$ cat src/rtl/ahb_lite_bram_slave_if.sv
// AHB-Lite bus bundle between one master/interconnect and the BRAM slave.
// Signals: HSEL HREADY HTRANS HSIZE HADDR HWRITE HWDATA / HREADYOUT HRESP HRDATA.
interface ahb_lite_bram_slave_if #(
  parameter int W_ADDR = 32,
  parameter int W_DATA = 32
);
  logic              HSEL;
  logic              HREADY;
  logic [1:0]        HTRANS;
  logic [2:0]        HSIZE;
  logic [W_ADDR-1:0] HADDR;
  logic              HWRITE;
  logic [W_DATA-1:0] HWDATA;
  logic              HREADYOUT;
  logic [1:0]        HRESP;
  logic [W_DATA-1:0] HRDATA;

  modport master (
    output HSEL, HREADY, HTRANS, HSIZE,
    output HADDR, HWRITE, HWDATA,
    input  HREADYOUT, HRESP, HRDATA
  );

  modport slave (
    input  HSEL, HREADY, HTRANS, HSIZE,
    input  HADDR, HWRITE, HWDATA,
    output HREADYOUT, HRESP, HRDATA
  );
endinterface

$ cat src/rtl/ahb_lite_bram_slave.sv
// AHB-Lite slave in front of a 1-cycle-latency single-port BRAM.
// Ports: HCLK, HRESET (async, active-high), bus (AHB slave modport),
//   bram_en/we/addr/wdata/rdata (BRAM side), q_state (debug FSM state).
// Writes: zero wait states. Reads: one wait state (issue, then data).
// Macro AHB_BRAM_ERR_RESP_EN: when defined, oversize, misaligned or
//   out-of-range transfers get a two-cycle ERROR response; when not,
//   the address wraps, HSIZE>2 acts as word and low bits are ignored.
module ahb_lite_bram_slave #(
  parameter int W_ADDR = 32,
  parameter int W_DATA = 32,
  parameter int AW     = 10
) (
  input  logic              HCLK,
  input  logic              HRESET,
  ahb_lite_bram_slave_if.slave bus,
  output logic              bram_en,
  output logic [3:0]        bram_we,
  output logic [AW-1:0]     bram_addr,
  output logic [W_DATA-1:0] bram_wdata,
  input  logic [W_DATA-1:0] bram_rdata,
  output logic [2:0]        q_state
);

  localparam logic [2:0] ST_IDLE     = 3'd0;
  localparam logic [2:0] ST_WRITE    = 3'd1;
  localparam logic [2:0] ST_RD_ISSUE = 3'd2;
  localparam logic [2:0] ST_RD_DATA  = 3'd3;
  localparam logic [2:0] ST_ERR1     = 3'd4;
  localparam logic [2:0] ST_ERR2     = 3'd5;

  logic [2:0]    state;
  logic [2:0]    state_nx;
  logic [AW+1:0] q_addr;
  logic          q_write;
  logic [2:0]    q_size;
  logic          xfer;
  logic          err_xfer;
  logic          ready_st;
  logic [3:0]    lane_mask;
  logic          unused_bits;

  // HTRANS[1] set means NONSEQ or SEQ
  assign xfer = bus.HSEL && bus.HREADY && bus.HTRANS[1];

`ifdef AHB_BRAM_ERR_RESP_EN
  assign err_xfer = xfer && (
      (bus.HSIZE > 3'd2)
   || (bus.HSIZE == 3'd1 && bus.HADDR[0])
   || (bus.HSIZE == 3'd2 && bus.HADDR[1:0] != 2'b00)
   || (bus.HADDR[W_ADDR-1:AW+2] != '0));
`else
  assign err_xfer = 1'b0;
`endif

  // Upper address bits only matter to the error check
  assign unused_bits = ^{bus.HTRANS[0], bus.HADDR[W_ADDR-1:AW+2]};

  assign ready_st = (state == ST_IDLE)    || (state == ST_WRITE)
                 || (state == ST_RD_DATA) || (state == ST_ERR2);

  always_comb begin
    state_nx = ST_IDLE;
    unique case (state)
      ST_IDLE, ST_WRITE, ST_RD_DATA, ST_ERR2: begin
        if (err_xfer)        state_nx = ST_ERR1;
        else if (!xfer)      state_nx = ST_IDLE;
        else if (bus.HWRITE) state_nx = ST_WRITE;
        else                 state_nx = ST_RD_ISSUE;
      end
      ST_RD_ISSUE: state_nx = ST_RD_DATA;
      ST_ERR1:     state_nx = ST_ERR2;
      default:     state_nx = ST_IDLE;
    endcase
  end

  always_ff @(posedge HCLK or posedge HRESET) begin
    if (HRESET) begin
      state   <= ST_IDLE;
      q_addr  <= '0;
      q_write <= 1'b0;
      q_size  <= 3'd0;
    end else begin
      state <= state_nx;
      if (ready_st && xfer) begin
        q_addr  <= bus.HADDR[AW+1:0];
        q_write <= bus.HWRITE;
        q_size  <= bus.HSIZE;
      end
    end
  end

  // Little-endian lanes; sizes above word behave as word
  always_comb begin
    lane_mask = 4'b1111;
    unique case (q_size)
      3'd0:    lane_mask = 4'b0001 << q_addr[1:0];
      3'd1:    lane_mask = q_addr[1] ? 4'b1100 : 4'b0011;
      default: lane_mask = 4'b1111;
    endcase
  end

  always_comb begin
    bus.HREADYOUT = 1'b1;
    bus.HRESP     = 2'd0;
    bus.HRDATA    = '0;
    bram_en       = 1'b0;
    bram_we       = 4'b0000;
    bram_addr     = q_addr[AW+1:2];
    bram_wdata    = '0;
    unique case (state)
      ST_WRITE: begin
        bram_en    = q_write;
        bram_we    = lane_mask;
        bram_wdata = bus.HWDATA;
      end
      ST_RD_ISSUE: begin
        bram_en       = 1'b1;
        bus.HREADYOUT = 1'b0;
      end
      ST_RD_DATA: bus.HRDATA = bram_rdata;
      ST_ERR1: begin
        bus.HREADYOUT = 1'b0;
        bus.HRESP     = 2'd1;
      end
      ST_ERR2: bus.HRESP = 2'd1;
      default: ;
    endcase
  end

  assign q_state = state;

endmodule
$ cat src/flat_wrapper.sv
// flat-port wrapper written by rule: the top's interface ports become plain ports
module ahb_lite_bram_slave_flat 
#(
  parameter int W_ADDR = 32,
  parameter int W_DATA = 32,
  parameter int AW     = 10
)
  (HCLK, HRESET, bram_en, bram_we, bram_addr, bram_wdata, bram_rdata, q_state, bus_HSEL, bus_HREADY, bus_HTRANS, bus_HSIZE, bus_HADDR, bus_HWRITE, bus_HWDATA, bus_HREADYOUT, bus_HRESP, bus_HRDATA);
  ahb_lite_bram_slave_if #(.W_ADDR(W_ADDR), .W_DATA(W_DATA)) bus_i ();
  input  logic HCLK;
  input  logic HRESET;
  output logic bram_en;
  output logic [3:0] bram_we;
  output logic [AW-1:0] bram_addr;
  output logic [W_DATA-1:0] bram_wdata;
  input  logic [W_DATA-1:0] bram_rdata;
  output logic [2:0] q_state;
  input wire logic [$bits(bus_i.HSEL)-1:0] bus_HSEL;
  input wire logic [$bits(bus_i.HREADY)-1:0] bus_HREADY;
  input wire logic [$bits(bus_i.HTRANS)-1:0] bus_HTRANS;
  input wire logic [$bits(bus_i.HSIZE)-1:0] bus_HSIZE;
  input wire logic [$bits(bus_i.HADDR)-1:0] bus_HADDR;
  input wire logic [$bits(bus_i.HWRITE)-1:0] bus_HWRITE;
  input wire logic [$bits(bus_i.HWDATA)-1:0] bus_HWDATA;
  output wire logic [$bits(bus_i.HREADYOUT)-1:0] bus_HREADYOUT;
  output wire logic [$bits(bus_i.HRESP)-1:0] bus_HRESP;
  output wire logic [$bits(bus_i.HRDATA)-1:0] bus_HRDATA;
  assign bus_i.HSEL = bus_HSEL;
  assign bus_i.HREADY = bus_HREADY;
  assign bus_i.HTRANS = bus_HTRANS;
  assign bus_i.HSIZE = bus_HSIZE;
  assign bus_i.HADDR = bus_HADDR;
  assign bus_i.HWRITE = bus_HWRITE;
  assign bus_i.HWDATA = bus_HWDATA;
  assign bus_HREADYOUT = bus_i.HREADYOUT;
  assign bus_HRESP = bus_i.HRESP;
  assign bus_HRDATA = bus_i.HRDATA;
  ahb_lite_bram_slave #(.W_ADDR(W_ADDR), .W_DATA(W_DATA), .AW(AW)) u_core (.HCLK(HCLK), .HRESET(HRESET), .bus(bus_i), .bram_en(bram_en), .bram_we(bram_we), .bram_addr(bram_addr), .bram_wdata(bram_wdata), .bram_rdata(bram_rdata), .q_state(q_state));
endmodule
$ cat config.mk
export PLATFORM = sky130hd
export DESIGN_NAME = ahb_lite_bram_slave_flat
export DESIGN_NICKNAME = d
export VERILOG_FILES = /design/src/rtl/ahb_lite_bram_slave_if.sv /design/src/rtl/ahb_lite_bram_slave.sv /design/src/flat_wrapper.sv
export SDC_FILE = /design/constraint.sdc
export NUM_CORES = 1
export LEC_CHECK = 0
export CELL_PAD_IN_SITES_DETAIL_PLACEMENT = 1
export CELL_PAD_IN_SITES_GLOBAL_PLACEMENT = 1
export CORE_UTILIZATION = 15
export DETAILED_ROUTE_END_ITERATION = 10
export PLACE_DENSITY = 0.77
export SETUP_SLACK_MARGIN = 0.05
export SYNTH_ARGS = -nofsm -noshare
export SYNTH_HDL_FRONTEND = slang
export SYNTH_SLANG_ARGS = --single-unit
$ cat constraint.sdc
create_clock -name HCLK -period 2.15 [get_ports HCLK]
set_input_delay 0.43 -clock HCLK [delete_from_list [all_inputs] [get_ports HCLK]]
set_output_delay 0.43 -clock HCLK [all_outputs]
set_load 0.005 [all_outputs]
==> flow_metrics.tcl <==
set metrics [dict create \
    die_area_um2 9844 \
    wl_mm 5.901 \
    setup_violations 0 \
    p_switching_mw 0.7340 \
    min_period_over_period_pct 95.57 \
    wl_per_cell_um 13.72 \
    syn_inst 149 \
    rsz0062_at_grt "false" \
    io_buffer_count 168 \
    fin_cells 430 \
    grt_pass1_wl_mm 8.859 \
    totalPowerFinal_mw 2.281 \
    via_count 1695 \
    gr-total-overflow 0 \
    drc_errors 0 \
    postCtsHoldBufs 0 \
    syn_area_um2 1418 \
    cap_violations 0 \
    synth.distinct_cells 29 \
    io_pins 191 \
    gp_congestion 0.7092 \
    grt_max_degree 33 \
    p_leak_nw 1.545 \
    clk_latency_ps 260 \
    cts_buffers 3 \
    p_sw_share_pct 32.18 \
    ys_warn_count 0 \
    arrival_ps 1620 \
    syn_avg_cell_area_um2 9.514 \
    clk_transition_reported_paths_ps 70 \
    drive_gt1_share_pct 26.65 \
    layout_min_cycle_time_ps 2055 \
    power_frac_comb_pct 63.4 \
    final_cell_mix "clkdlybuf4s50_1, and2_1, dlygate4sd2_1, buf_2, dfrtp_1" \
    area_delta_synth_final_pct 129.2 \
    num_rows 35 \
    worstSetupPathType "register to primary output" \
    vias_per_cell 3.942 \
    syn_nets 255 \
    cts_max_level 1 \
    ys_ff_latch 19 \
    fill_cells 1067 \
    powerDensity_nw_per_um2 701.9 \
    final_common_cell "clkdlybuf4s50_1" \
    worstSetupStartpointType "register" \
    fmax_mhz 486.7 \
    dp_cells 414 \
    critPathCaptureType "primary output" \
    cts_tree "built" \
    seq_area_frac_synth_pct 33.54 \
    drt_first_pass_iters 4 \
    cts.sinks 19 \
    core-area_um2 9196 \
    p_int_mw 1.547 \
    initial_core_util_pct 15.41 \
    grt_usage_pct 11.38 \
    antenna_cells 0 \
    fin_nets 426 \
    power_frac_clock_pct 11.1 \
    crit_required_ps 1720 \
    hold_viol 0 \
    holdCritPathClass "register to register" \
    clock_path_buffers 2 \
    die_w_um 99.22 \
    cts_root_buf "clkbuf_8" \
    pwr-share-seq_pct 25.5 \
    ir_drop_mv 0.3182 \
    drt_first_iter_violations 14 \
    grt_pass1_vias 1854 \
    outcome "finished clean" \
    slew_violations 0 \
    antenna_found_initial 0 \
    fin_worst_skew_ps 2.269 \
    utilization_pct 35.33 \
    dp_hpwl_mm 4.639 \
    crit_fanout 4 \
    fp.dieH_um 99.22 \
    ant_nets 0 \
    setup_tns_ps 0 \
]
-- Yosys cell counts --
| master | n | share of area, % |
|---|---|---|
| buf_4 | 11 | 5.8 |
| nor2_1 | 1 | 0.26 |
| nand2_1 | 2 | 0.53 |
| nor2_8 | 1 | 1.4 |
| mux2_2 | 7 | 5.6 |
| nand3_1 | 1 | 0.35 |
| and2_1 | 65 | 29 |
| or3_1 | 1 | 0.44 |
| o21bai_1 | 2 | 1.1 |
| a22o_1 | 1 | 0.62 |
| buf_2 | 1 | 0.35 |
| conb_1 | 1 | 0.26 |
| nor3b_1 | 1 | 0.53 |
| buf_6 | 1 | 0.79 |
| mux2_4 | 9 | 9.5 |
| inv_2 | 1 | 0.26 |
| nand3b_1 | 1 | 0.53 |
| maj3_2 | 1 | 0.79 |
| nor2b_1 | 1 | 0.44 |
| clkbuf_1 | 6 | 1.6 |
| xor2_1 | 1 | 0.62 |
| buf_12 | 1 | 1.4 |
| o22ai_1 | 1 | 0.44 |
| dfrtp_1 | 19 | 34 |
| a21oi_1 | 5 | 1.8 |
| inv_1 | 2 | 0.53 |
| o21ai_0 | 3 | 1.1 |
| nor3_1 | 1 | 0.35 |
| nand2b_1 | 1 | 0.44 |
-- routing by layer --
layer,share of wire [%],wire [µm],track usage [%],up-vias
li1,-,-,-,802
met1,35,2052,10.93,791
met2,55,3245,22.92,100
met3,10,588,4.287,2
met4,0.25,15,2.036,0
met5,0,0,0,-
-- sequential cells by signal (all words and copies together), names as in the netlist --
| name | cells |
|---|---|
| u_core.q_addr | 12 |
| u_core.q_size | 3 |
| u_core.q_state | 3 |
| u_core.q_write | 1 |
-- what timing repair did --
| item | CTS | global route |
|---|---|---|
| pin swaps | 1 | 2 |
| gates cloned | 1 | 1 |
| setup endpoints to repair | 69 | 30 |
| setup buffers | 9 | 2 |
| gates resized for setup | 146 | 35 |
| hold endpoints to repair | 0 | 0 |
-- power groups by stage --
stage | Combinational, mW | Clock, mW | Sequential (mW)
3_3_place_gp | 1.46 | 0 | 0.583
6_report | 1.45 | 0.253 | 0.581
5_1_grt | 1.57 | 0.280 | 0.599
4_1_cts | 1.45 | 0.269 | 0.587
3_5_place_dp | 1.48 | 0 | 0.598
2_1_floorplan | 0.661 | 0 | 0.560
-- area by class of cell --
class,count,area (µm²),share of cell area [%]
Clock buffer,4,45.04,1.386
Tap cell,111,138.9,4.274
Multi-Input combinational cell,107,844.6,25.99
Sequential cell,19,478.0,14.71
Timing Repair Buffer,186,1732,53.29
Inverter,3,11.26,0.3466
-- critical path, cell delays in order (launching register included) --
cell	delay (ps)
dfrtp_2	450
buf_4	140
or3_4	410
a21oi_1	150
clkdlybuf4s15_1	220
-- stage by stage --
stage	area [µm²]	hold WS (ps)	worst slack, ps
CTS	3318	513.4	6.802
detailed placement	3189	496.2	86.61
global route	3249	525.5	44.15
finish	3249	506.3	95.29
floorplan	1418	381.1	490.1
global placement	3189	490.2	54.27
-- path summary, 6_finish.rpt --
kind / start / cells past startpoint / end / slack (ps)
min in group asynchronous: HRESET / 3 / u_core.q_addr[4] / 530
worst min-delay path: u_core.q_addr[7] / 1 / u_core.q_addr[7] / 510
worst min register to register: u_core.q_addr[7] / 1 / u_core.q_addr[7] / 510
max in group asynchronous: HRESET / 3 / u_core.q_state[2] / 1390
worst max-delay path: u_core.q_state[2] / 4 / bram_we[3] / 100
worst max register to register: u_core.q_state[2] / 6 / u_core.q_size[0] / 300
-- kinds of logic (layout without fill, tap and decap cells) --
family | count (synthesis) | in the layout | synth area share [%]
XOR/XNOR | 1 | 1 | 0.6179
flip-flops | 19 | 19 | 33.54
buffers and inverters | 23 | 193 | 10.77
other | 1 | 1 | 0.2645
adder cells (fa/ha/maj) | 1 | 1 | 0.7943
AO/OA/AOI/OAI | 12 | 12 | 4.942
multiplexers | 16 | 16 | 15.09
AND/OR/NAND/NOR | 76 | 76 | 33.98
Note: power is estimated with default switching activity, not from simulation.
